**config.mk**
```make
export PLATFORM = sky130hd
export DESIGN_NAME = nanorv32_trace_ctrl
export DESIGN_NICKNAME = d
export VERILOG_FILES = /design/src/rtl/nanorv32_trace_ctrl_pkg.sv /design/src/rtl/nanorv32_ascii.sv /design/src/rtl/nanorv32_trace_fifo.sv /design/src/rtl/nanorv32_trace_ctrl.sv
export SDC_FILE = /design/constraint.sdc
export NUM_CORES = 1
export LEC_CHECK = 0
export CAP_MARGIN = 20
export CELL_PAD_IN_SITES_DETAIL_PLACEMENT = 2
export CELL_PAD_IN_SITES_GLOBAL_PLACEMENT = 2
export CORE_MARGIN = 1
export CORE_UTILIZATION = 42
export CTS_BUF_LIST = sky130_fd_sc_hd__clkbuf_4 sky130_fd_sc_hd__clkbuf_8 sky130_fd_sc_hd__clkbuf_16
export DETAILED_ROUTE_END_ITERATION = 7
export PLACE_DENSITY = 0.92
export SYNTH_ARGS = -nofsm -noshare
export SYNTH_HDL_FRONTEND = slang
export SYNTH_SLANG_ARGS = --single-unit
```
**constraint.sdc**
```tcl
create_clock -name clk -period 5.7 [get_ports clk]
set_input_delay 1.71 -clock clk [delete_from_list [all_inputs] [get_ports clk]]
set_output_delay 1.71 -clock clk [all_outputs]
set_load 0.1 [all_outputs]
```
**src/rtl/nanorv32_trace_ctrl_pkg.sv**
```systemverilog
// Shared constants, types and text helpers for the retired-instruction trace controller.
// Pure definitions: no state, no latency, no flow control.
package nanorv32_trace_ctrl_pkg;

    localparam int         TRACE_LINE_LEN = 33;
    localparam logic [5:0] LAST_IDX       = 6'(TRACE_LINE_LEN - 1);

    localparam logic [7:0] CH_SPACE = 8'h20;
    localparam logic [7:0] CH_COMMA = 8'h2C;
    localparam logic [7:0] CH_LF    = 8'h0A;

    typedef enum logic {
        ST_IDLE = 1'b0,
        ST_SEND = 1'b1
    } state_t;

    typedef struct packed {
        logic [31:0] pc;
        logic [31:0] instr;
    } rec_t;

    function automatic logic [7:0] hex_char(input logic [3:0] n);
        return (n < 4'd10) ? (8'h30 + {4'h0, n}) : (8'h57 + {4'h0, n});
    endfunction

    // Byte 7 of the result holds the most significant nibble, so it prints first.
    function automatic logic [63:0] pc_hex(input logic [31:0] pc);
        logic [63:0] s;
        s = '0;
        for (int i = 0; i < 8; i++) begin
            s[8*i +: 8] = hex_char(pc[4*i +: 4]);
        end
        return s;
    endfunction

endpackage

```
**src/rtl/nanorv32_ascii.sv**
```systemverilog
// Combinational RV32I disassembly text: 8-char mnemonic and 4-char ABI register names.
// Zero latency, no flow control.
module nanorv32_ascii (
    input  logic [31:0] i_instr,
    input  logic [4:0]  i_rd,
    input  logic [4:0]  i_rd2,
    input  logic [4:0]  i_rs1,
    input  logic [4:0]  i_rs2,
    output logic [63:0] o_mnem,
    output logic [31:0] o_rd_txt,
    output logic [31:0] o_rs1_txt,
    output logic [31:0] o_rs2_txt
);

    logic [6:0] w_op;
    logic [2:0] w_f3;
    logic [6:0] w_f7;
    logic [4:0] w_dst;

    function automatic logic [31:0] reg_name(input logic [4:0] r);
        case (r)
            5'd0:  return "zero"; 5'd1:  return "ra  "; 5'd2:  return "sp  "; 5'd3:  return "gp  ";
            5'd4:  return "tp  "; 5'd5:  return "t0  "; 5'd6:  return "t1  "; 5'd7:  return "t2  ";
            5'd8:  return "s0  "; 5'd9:  return "s1  "; 5'd10: return "a0  "; 5'd11: return "a1  ";
            5'd12: return "a2  "; 5'd13: return "a3  "; 5'd14: return "a4  "; 5'd15: return "a5  ";
            5'd16: return "a6  "; 5'd17: return "a7  "; 5'd18: return "s2  "; 5'd19: return "s3  ";
            5'd20: return "s4  "; 5'd21: return "s5  "; 5'd22: return "s6  "; 5'd23: return "s7  ";
            5'd24: return "s8  "; 5'd25: return "s9  "; 5'd26: return "s10 "; 5'd27: return "s11 ";
            5'd28: return "t3  "; 5'd29: return "t4  "; 5'd30: return "t5  "; default: return "t6  ";
        endcase
    endfunction

    assign w_op = i_instr[6:0];
    assign w_f3 = i_instr[14:12];
    assign w_f7 = i_instr[31:25];

    // rd2 names the destination only when rd is x0; with rd2 tied to rd this prints rd raw.
    assign w_dst     = (i_rd != 5'd0) ? i_rd : i_rd2;
    assign o_rd_txt  = reg_name(w_dst);
    assign o_rs1_txt = reg_name(i_rs1);
    assign o_rs2_txt = reg_name(i_rs2);

    always_comb begin
        o_mnem = "UNDEF   ";
        case (w_op)
            7'h37: o_mnem = "lui     ";
            7'h17: o_mnem = "auipc   ";
            7'h6F: o_mnem = "jal     ";
            7'h67: if (w_f3 == 3'd0) o_mnem = "jalr    ";
            7'h63: case (w_f3)
                3'd0: o_mnem = "beq     "; 3'd1: o_mnem = "bne     ";
                3'd4: o_mnem = "blt     "; 3'd5: o_mnem = "bge     ";
                3'd6: o_mnem = "bltu    "; 3'd7: o_mnem = "bgeu    ";
                default: ;
            endcase
            7'h03: case (w_f3)
                3'd0: o_mnem = "lb      "; 3'd1: o_mnem = "lh      "; 3'd2: o_mnem = "lw      ";
                3'd4: o_mnem = "lbu     "; 3'd5: o_mnem = "lhu     ";
                default: ;
            endcase
            7'h23: case (w_f3)
                3'd0: o_mnem = "sb      "; 3'd1: o_mnem = "sh      "; 3'd2: o_mnem = "sw      ";
                default: ;
            endcase
            7'h13: case (w_f3)
                3'd0: o_mnem = "addi    "; 3'd2: o_mnem = "slti    "; 3'd3: o_mnem = "sltiu   ";
                3'd4: o_mnem = "xori    "; 3'd6: o_mnem = "ori     "; 3'd7: o_mnem = "andi    ";
                3'd1: if (w_f7 == 7'h00) o_mnem = "slli    ";
                default: begin
                    if (w_f7 == 7'h00)      o_mnem = "srli    ";
                    else if (w_f7 == 7'h20) o_mnem = "srai    ";
                end
            endcase
            7'h33: begin
                if (w_f7 == 7'h00) begin
                    case (w_f3)
                        3'd0: o_mnem = "add     "; 3'd1: o_mnem = "sll     ";
                        3'd2: o_mnem = "slt     "; 3'd3: o_mnem = "sltu    ";
                        3'd4: o_mnem = "xor     "; 3'd5: o_mnem = "srl     ";
                        3'd6: o_mnem = "or      "; default: o_mnem = "and     ";
                    endcase
                end else if (w_f7 == 7'h20) begin
                    if (w_f3 == 3'd0)      o_mnem = "sub     ";
                    else if (w_f3 == 3'd5) o_mnem = "sra     ";
                end
            end
            7'h0F: o_mnem = "fence   ";
            7'h73: begin
                if (i_instr == 32'h0000_0073)      o_mnem = "ecall   ";
                else if (i_instr == 32'h0010_0073) o_mnem = "ebreak  ";
            end
            default: ;
        endcase
    end

endmodule

```
**src/rtl/nanorv32_trace_fifo.sv**
```systemverilog
// Synchronous record FIFO: a push is visible one cycle later, a push at full is accepted only with a pop.
// Backpressure is the caller's job: o_full/o_empty are flags, over-pushes are silently refused.
module nanorv32_trace_fifo #(
    parameter int DEPTH = 4,
    parameter int W     = 64
) (
    input  logic                     clk,
    input  logic                     rst_n,
    input  logic                     i_push,
    input  logic [W-1:0]             i_din,
    input  logic                     i_pop,
    output logic [W-1:0]             o_dout,
    output logic                     o_full,
    output logic                     o_empty,
    output logic [$clog2(DEPTH):0]   o_level
);

    localparam int AW = $clog2(DEPTH);
    localparam int LW = AW + 1;

    logic [W-1:0]  r_mem [DEPTH];
    logic [AW-1:0] r_wptr;
    logic [AW-1:0] r_rptr;
    logic [LW-1:0] r_level;
    logic          w_wr;
    logic          w_rd;

    assign o_full  = (r_level == LW'(DEPTH));
    assign o_empty = (r_level == '0);
    assign o_level = r_level;
    assign o_dout  = r_mem[r_rptr];

    assign w_rd = i_pop & ~o_empty;
    assign w_wr = i_push & (~o_full | w_rd);

    always_ff @(posedge clk) begin
        if (w_wr) begin
            r_mem[r_wptr] <= i_din;
        end
    end

    always_ff @(posedge clk) begin
        if (!rst_n) begin
            r_wptr  <= '0;
            r_rptr  <= '0;
            r_level <= '0;
        end else begin
            if (w_wr) begin
                r_wptr <= r_wptr + AW'(1);
            end
            if (w_rd) begin
                r_rptr <= r_rptr + AW'(1);
            end
            r_level <= r_level + LW'(w_wr) - LW'(w_rd);
        end
    end

endmodule

```
**src/rtl/nanorv32_trace_ctrl.sv**
```systemverilog
// Captures retired (pc, instr) records into a FIFO and streams each as a 33-byte ASCII line;
// first byte two cycles after the push, one byte per handshake, tx_data held while tx_ready is low.
module nanorv32_trace_ctrl
    import nanorv32_trace_ctrl_pkg::*;
#(
    parameter int FIFO_DEPTH = 4,
    parameter int DROP_W     = 16
) (
    input  logic                          clk,
    input  logic                          rst_n,
    input  logic                          enable,
    input  logic                          retire_valid,
    input  logic [31:0]                   retire_pc,
    input  logic [31:0]                   retire_instr,
    output logic                          tx_valid,
    input  logic                          tx_ready,
    output logic [7:0]                    tx_data,
    output logic [$clog2(FIFO_DEPTH):0]   fifo_level,
    output logic [DROP_W-1:0]             drop_cnt,
    output logic                          busy
);

    state_t              r_state;
    logic [5:0]          r_idx;
    rec_t                r_line;
    logic [DROP_W-1:0]   r_drop;

    logic                w_push_req;
    logic                w_pop;
    logic                w_full;
    logic                w_empty;
    logic                w_drop;
    logic [63:0]         w_dout;
    logic [63:0]         w_mnem;
    logic [31:0]         w_rd_txt;
    logic [31:0]         w_rs1_txt;
    logic [31:0]         w_rs2_txt;
    logic [263:0]        w_line;
    logic [263:0]        w_line_sh;

    assign w_push_req = retire_valid & enable;
    assign w_pop      = ~w_empty & ((r_state == ST_IDLE) |
                        ((r_state == ST_SEND) & tx_ready & (r_idx == LAST_IDX)));
    assign w_drop     = w_push_req & w_full & ~w_pop;

    nanorv32_trace_fifo #(
        .DEPTH (FIFO_DEPTH),
        .W     (64)
    ) u_fifo (
        .clk     (clk),
        .rst_n   (rst_n),
        .i_push  (w_push_req),
        .i_din   ({retire_pc, retire_instr}),
        .i_pop   (w_pop),
        .o_dout  (w_dout),
        .o_full  (w_full),
        .o_empty (w_empty),
        .o_level (fifo_level)
    );

    nanorv32_ascii u_ascii (
        .i_instr   (r_line.instr),
        .i_rd      (r_line.instr[11:7]),
        .i_rd2     (r_line.instr[11:7]),
        .i_rs1     (r_line.instr[19:15]),
        .i_rs2     (r_line.instr[24:20]),
        .o_mnem    (w_mnem),
        .o_rd_txt  (w_rd_txt),
        .o_rs1_txt (w_rs1_txt),
        .o_rs2_txt (w_rs2_txt)
    );

    // Whole line laid out byte 0 at the top; the current byte is shifted up to [263:256].
    assign w_line    = {pc_hex(r_line.pc), CH_SPACE, w_mnem, CH_SPACE, w_rd_txt, CH_COMMA,
                        w_rs1_txt, CH_COMMA, w_rs2_txt, CH_LF};
    assign w_line_sh = w_line << {r_idx, 3'b000};

    assign tx_valid = (r_state == ST_SEND);
    assign tx_data  = tx_valid ? w_line_sh[263:256] : 8'h00;
    assign busy     = tx_valid | ~w_empty;
    assign drop_cnt = r_drop;

    always_ff @(posedge clk) begin
        if (!rst_n) begin
            r_state <= ST_IDLE;
            r_idx   <= '0;
            r_line  <= '0;
        end else begin
            case (r_state)
                ST_IDLE: begin
                    if (!w_empty) begin
                        r_line  <= w_dout;
                        r_idx   <= '0;
                        r_state <= ST_SEND;
                    end
                end
                ST_SEND: begin
                    if (tx_ready) begin
                        if (r_idx != LAST_IDX) begin
                            r_idx <= r_idx + 6'd1;
                        end else begin
                            r_idx <= '0;
                            if (!w_empty) r_line  <= w_dout;
                            else          r_state <= ST_IDLE;
                        end
                    end
                end
                default: r_state <= ST_IDLE;
            endcase
        end
    end

    always_ff @(posedge clk) begin
        if (!rst_n) begin
            r_drop <= '0;
        end else if (w_drop && (r_drop != '1)) begin
            r_drop <= r_drop + DROP_W'(1);
        end
    end

endmodule
```
==> results.sh, run 1 <==
export IMPL_n_antenna_cell=0
export IMPL_finalMaxSlewViolations=0
export IMPL_peakVddDrop_mv=0.401
export IMPL_worstPathArrival_ns=3.92
export IMPL_final_antenna_net_count=0
export IMPL_synth_cell_types=80
export IMPL_slowest_stage="dfxtp_2"
export IMPL_vias=13416
export IMPL_cts_max_level=2
export IMPL_viasPerCell=6.11
export IMPL_finClkSkew_ns=0.0242
export IMPL_hold_buffers=0
export IMPL_area_growth_pct=18.3
export IMPL_finalSetupViolations=0
export IMPL_cts_root_buf="clkbuf_16"
export IMPL_powerDensity_nw_per_um2=496
export IMPL_synth_area_top_cells="edfxtp_1 (42%), dfxtp_1 (15%), mux4_2 (8.7%)"
export IMPL_drv_cap=0
export IMPL_grt_pass1_wl_um=98000
export IMPL_final_layout_size_suffix_gt1_share_pct=14.6
export IMPL_num_io_pins=98
export IMPL_crit_chain="clkinvlp_4 > a211oi_1 > nor3_1 > nor3_1 > a211oi_1 > o221ai_1 > o41ai_2 > buf_4"
export IMPL_start_util_pct=42.9
export IMPL_hold_path_class="reg2reg"
export IMPL_syn_inst=1492
export IMPL_wire_per_inst_um=29.5
export IMPL_path_max_fanout=22
export IMPL_overflow=0
export IMPL_clk_path_buf_depth=3
export IMPL_crit_required_ns=3.99
export IMPL_synth_top_area_cell="edfxtp_1"
export IMPL_finalHoldViolCount=0
export IMPL_total_leakage_power_nw=7.18
export IMPL_synth_top_flop_cell="edfxtp_1"
export IMPL_r2r_end="u_ascii.o_rs1_txt[16]"
export IMPL_rsz0062_at_grt="no"
export IMPL_yosysWarnings=0
export IMPL_outcome="finished, final reports clean"
export IMPL_die_h_um=210
export IMPL_num_rows=75
export IMPL_routed_wl_um=64600
export IMPL_synth_top_area_share_pct=42.4
export IMPL_grt_usage_pct=29.8
export IMPL_core_area_sq_um=42300
export IMPL_port_buffer_count=96
export IMPL_insertion_delay_ns=0.58
export IMPL_synth_avg_cell_area_sq_um=12.2
export IMPL_die_w_um=210
export IMPL_rr_worst_depth=13
export IMPL_endpoint="tx_data[2]"
export IMPL_dp_final_hpwl_um=44300
export IMPL_fin_crit_sh_pct=98.7
export IMPL_drtIter0Drc=1199
export IMPL_netlist_area_sq_um=18100
export IMPL_cts_sinks=391
export IMPL_fmax_mhz=178
export IMPL_grt_pass1_vias=14861
export IMPL_yosysSeqAreaShare_pct=57.3
export IMPL_async_flop_share_pct=0
export IMPL_grt_start_max_net_pins=55
export IMPL_min_period_ns=5.63
export IMPL_critPathLaunchType="flip-flop"
export IMPL_nets=1681
export IMPL_setup_tns_ns=0
export IMPL_first_pass_iters=4
export IMPL_hold_ws_ns=0.494
export IMPL_routabilityCongestion=0.950
export IMPL_slew_headroom_pct=31.7
export IMPL_worstSetupPathType="reg2out"
export IMPL_r2r_slack_ns=0.81
export IMPL_synth_nets=1591
export IMPL_cts_buffers=43
export IMPL_path_clk_slew_ns=0.06
export IMPL_crit_path_start="r_idx[0]"
export IMPL_drcViolationCount=0
export IMPL_end_kind="primary output"
export IMPL_ys_ff_latch=391
export IMPL_tightest_slew_ns=1.02
export IMPL_slowest_delay_ns=0.68
export IMPL_synth_edf_count=256
export IMPL_r2r_start="r_idx[0]"
export IMPL_grt_antenna_before_repair=0
export IMPL_die_area_sq_um=44000
export IMPL_cts_tree="yes"
per-layer routing:
layer / up-vias / global-route usage, % / part of all wire, %
met5: - / 0 / 0
met3: 162 / 4.65 / 4.6
met1: 6997 / 37.5 / 41
li1: 5819 / - / -
met2: 438 / 50.8 / 50
met4: 0 / 13.0 / 4.2
cells in the mapped netlist, types with 9 or more instances:
cell	n
o22ai_1	11
a311oi_1	9
nand4_1	14
nand2_1	175
and3_1	9
nand2b_1	18
a21oi_1	63
a21boi_0	52
nor2b_1	31
mux4_2	70
nor4_1	12
xnor2_1	30
ha_1	29
and2_1	32
buf_2	16
mux2i_1	29
clkbuf_1	62
nor3_1	41
nor2_1	70
a31oi_1	18
inv_1	46
nand3_1	27
mux2_2	9
buf_1	11
o21ai_0	38
edfxtp_1	256
a211oi_1	18
dfxtp_1	135
cells in the final DEF, fill, tap and decap left out, drive strengths merged, types with 6 or more instances in the layout:
cell type      count
o21a               7
or4                6
ha                29
clkinv            21
clkdlybuf4s50     88
buf               49
a2111oi            8
or2                8
and2              32
nor3              42
clkbuf            51
a21oi             63
nand3             27
mux2               9
mux4              70
nor4              14
inv               50
a22oi              8
o22ai             11
edfxtp           256
nand2b            18
xnor2             30
a21boi            52
dfxtp            135
a31oi             18
or3                6
bufinv             8
nand2            175
and3               9
nor2              70
o21ai             38
a211oi            18
a311oi            10
nor2b             31
a211o              6
nand4             14
o211ai             7
mux2i             29
power breakdown:
part | switching (mW) | internal (mW)
Sequential | 0.449 | 3.39
Combinational | 2.42 | 1.31
Clock | 1.24 | 1.84
critical path, delay by kind of cell (launching register included):
kind | cells | cell delay [ns]
AOI/OAI and AO/OA | 4 | 1.16
buffers and inverters | 2 | 0.85
DFF | 1 | 0.68
and+or+nand+nor | 2 | 0.63
state kept, by name, indices dropped and copies added (netlist names), named ones only:
name	flops
drop_cnt	16
r_idx	6
r_line	64
tx_valid	1
u_ascii.o_rd_txt	13
u_ascii.o_rs1_txt	13
u_ascii.o_rs2_txt	13
u_fifo.o_level	3
u_fifo.r_mem	256
u_fifo.r_rptr	2
u_fifo.r_wptr	2
stage by stage:
step	utilization [%]	power, mW	cells	area, sq um	setup slack (ns)
global placement	47.0	7.11	2113	19900	0.671
CTS	50.6	10.6	2193	21400	0.0341
global route	50.7	11.0	2194	21500	0.00459
finish	50.7	10.6	2194	21500	0.0715
floorplan	-	6.12	1492	18200	0.151
detailed placement	47.0	7.44	2113	19900	0.416
final cells by class:
type / count / area (sq um)
Clock buffer: 51 / 1170
Clock inverter: 29 / 394
Fill cell: 3976 / 20900
Inverter: 53 / 203
Multi-Input combinational cell: 956 / 7220
Sequential cell: 391 / 10400
Tap cell: 577 / 722
Timing Repair Buffer: 137 / 1360
timing repair:
item                                   4_1_cts  5_1_grt
endpoints found under the hold margin        0        0
setup endpoints to repair                    0        2
buffers inserted                             0        0
gates resized for setup                      0        5
worst min path at each step:
| stage | end | slack [ns] | cells after the start | start |
|---|---|---|---|---|
| 3_5_place_dp | r_line[52] | 0.49 | 2 | r_line[52] |
| 2_1_floorplan | r_line[32] | 0.44 | 2 | r_line[32] |
| 4_1_cts | r_line[52] | 0.50 | 2 | r_line[52] |
| 6_report | r_line[52] | 0.49 | 2 | r_line[52] |
| 5_1_grt | r_line[52] | 0.52 | 2 | r_line[52] |
| 3_3_place_gp | r_line[36] | 0.46 | 2 | r_line[36] |
cell families after synthesis:
kind of cell	count (synthesis)	share of synthesized area, %
muxes	108	10.8
other	1	0.0207
adders and majority gates	30	2.11
AOI/OAI and AO/OA	310	11.9
and+or+nand+nor	475	13.1
xor gates and xnor gates	32	1.54
DFF	391	57.3
buffers and inverters	145	3.17
(Power assumes the default switching activity.)
==> inputs of run 2 (changes only) <==
- CORE_MARGIN: 1 -> 1.5
- SLEW_MARGIN: not set -> 20
==> run 2 against run 1 <==
First-iteration DRC count decreased by 0.50%. Global-route usage decreased by 0.23 points. Sequential share of layout area about the same. Critical endpoint is now tx_data[4]. Combinational power about the same. Worst hold slack improved by 0.010 ns. Final area about the same. Highest routed layer is now met5. Core utilization about the same.
==> results.sh, run 2 (synthesis gave the netlist of run 1 again) <==
export IMPL_grt_usage_pct=29.5
export IMPL_die_area_sq_um=44500
export IMPL_final_layout_size_suffix_gt1_share_pct=15.5
export IMPL_final_antenna_net_count=0
export IMPL_cp_common_cell="a2111oi_0"
export IMPL_drv_cap=0
export IMPL_cts_tree="yes"
export IMPL_die_h_um=211
export IMPL_slew_headroom_pct=31.1
export IMPL_r2r_start="r_idx[1]"
export IMPL_first_pass_iters=5
export IMPL_dp_final_hpwl_um=43300
export IMPL_routed_wl_um=64500
export IMPL_stdcell_count=2202
export IMPL_r2r_slack_ns=1.04
export IMPL_overflow=0
export IMPL_top_register="u_fifo.r_mem"
export IMPL_critPathLaunchType="flip-flop"
export IMPL_peakVddDrop_mv=0.268
export IMPL_stdcell_area_sq_um=21500
export IMPL_wire_per_inst_um=29.3
export IMPL_min_period_ns=5.56
export IMPL_slowest_delay_ns=0.72
export IMPL_fmax_mhz=180
export IMPL_hold_path_class="reg2reg"
export IMPL_worstSetupPathType="reg2out"
export IMPL_grt_pass1_wl_um=97700
export IMPL_end_kind="primary output"
export IMPL_cts_sinks=391
export IMPL_finClkSkew_ns=0.0355
export IMPL_port_buffer_count=96
export IMPL_die_w_um=211
export IMPL_finalSetupViolations=0
export IMPL_grt_pass1_vias=14798
export IMPL_hold_ws_ns=0.504
export IMPL_drtIter0Drc=1193
export IMPL_worstPathArrival_ns=3.85
export IMPL_outcome="finished, final reports clean"
export IMPL_powerDensity_nw_per_um2=486
export IMPL_vias=13459
export IMPL_rsz0062_at_grt="no"
export IMPL_finalHoldViolCount=0
export IMPL_tightest_slew_ns=1.03
export IMPL_cts_max_level=2
export IMPL_multi_input_area_sq_um=7270
export IMPL_hold_buffers=0
export IMPL_dpl_cell_count=2123
export IMPL_hold_path_depth=2
export IMPL_total_leakage_power_nw=7.20
export IMPL_num_fill_cells=3998
export IMPL_cts_buffers=42
export IMPL_drcViolationCount=0
export IMPL_path_max_fanout=6
export IMPL_num_rows=75
export IMPL_grt_start_max_net_pins=60
export IMPL_setup_tns_ns=0
export IMPL_core_area_sq_um=42300
export IMPL_n_antenna_cell=0
export IMPL_clk_path_buf_depth=3
export IMPL_num_io_pins=98
export IMPL_finalMaxSlewViolations=0
export IMPL_rr_worst_depth=13
export IMPL_routabilityCongestion=0.909
export IMPL_cts_root_buf="clkbuf_16"
export IMPL_crit_chain="or4_1 > or2_2 > nor4_4 > a2111oi_0 > a2111oi_0 > o21ai_0 > a31oi_2 > buf_12"
export IMPL_largest_register_ffs=256
export IMPL_placed_cell_area_sq_um=20000
export IMPL_holdPathEnd="r_line[36]"
export IMPL_start_util_pct=42.9
export IMPL_min_from="r_line[36]"
export IMPL_layout_commonest_cell="edfxtp_1"
export IMPL_utilization_pct=50.7
export IMPL_area_growth_pct=18.3
export IMPL_layout_common_cells="edfxtp_1 (256), nand2_1 (175), dfxtp_1 (131)"
export IMPL_slowest_stage="or4_1"
export IMPL_viasPerCell=6.11
export IMPL_fin_crit_sh_pct=97.5
export IMPL_regArea_sq_um=10400
export IMPL_path_clk_slew_ns=0.06
export IMPL_insertion_delay_ns=0.60
export IMPL_r2r_end="u_ascii.o_rs1_txt[28]"
export IMPL_nets=1691
export IMPL_grt_antenna_before_repair=1
export IMPL_crit_required_ns=3.99
[run 2: changes by cell type in the layout (fill, tap and decap cells not counted), sizes merged]
| cell | delta |
|---|---|
| bufinv | -6 |
| clkinvlp | -2 |
| buf | +11 |
| inv | +1 |
| clkbuf | +11 |
| clkinv | -7 |
[run 2: worst max-delay path, delay by kind of cell (launching register included)]
family,cells,cell delay [ns]
AOI/OAI and AO/OA,4,1.04
buffers and inverters,1,0.22
DFF,1,0.35
and+or+nand+nor,3,1.63
[run 2: report_power, final]
group	switching (mW)	total [mW]	internal [mW]
combinational	2.39	3.74	1.35
sequential	0.475	3.86	3.39
clock	1.20	2.83	1.63
total	4.07	10.4	6.37
[run 2: layout make-up]
class	instances	area share (%)
sequential	391	48.4
multi-input combinational	956	33.8
timing repair buffer	148	6.83
clock buffer	62	5.82
tap	577	3.36
inverter	53	0.927
clock inverter	15	0.787
[run 2: worst max-delay path by stage]
| stage | slack (ns) | endpoint | startpoint | depth (start not counted) |
|---|---|---|---|---|
| 2_1_floorplan | 0.15 | tx_data[1] | r_idx[0] | 9 |
| 3_3_place_gp | 0.32 | tx_data[1] | r_line[13] | 8 |
| 3_5_place_dp | 0.40 | tx_data[1] | r_line[13] | 8 |
| 4_1_cts | 0.03 | tx_data[0] | r_line[31] | 8 |
| 5_1_grt | 0.009 | tx_data[4] | r_line[31] | 8 |
| 6_report | 0.14 | tx_data[4] | r_line[31] | 8 |
[run 2: what timing repair did]
action,CTS,global route
pin swaps,0,1
buffers inserted,0,2
endpoints found under the hold margin,0,0
setup endpoints to repair,2,6
gates resized for setup,3,6
gates cloned,0,0
[run 2: stage by stage]
step / power [mW] / setup slack (ns)
after detailed placement: 7.42 / 0.405
after CTS: 10.4 / 0.0259
after floorplan: 6.12 / 0.151
after global routing: 10.9 / 0.00922
final: 10.4 / 0.144
after global placement: 7.11 / 0.321
[run 2: layer usage]
metal,up-vias,routed length [um],global-route usage [%]
met4,2,2280,10.9
li1,5842,-,-
met2,488,33000,51.3
met1,6972,26000,37.1
met3,155,3220,4.92
met5,-,10,0
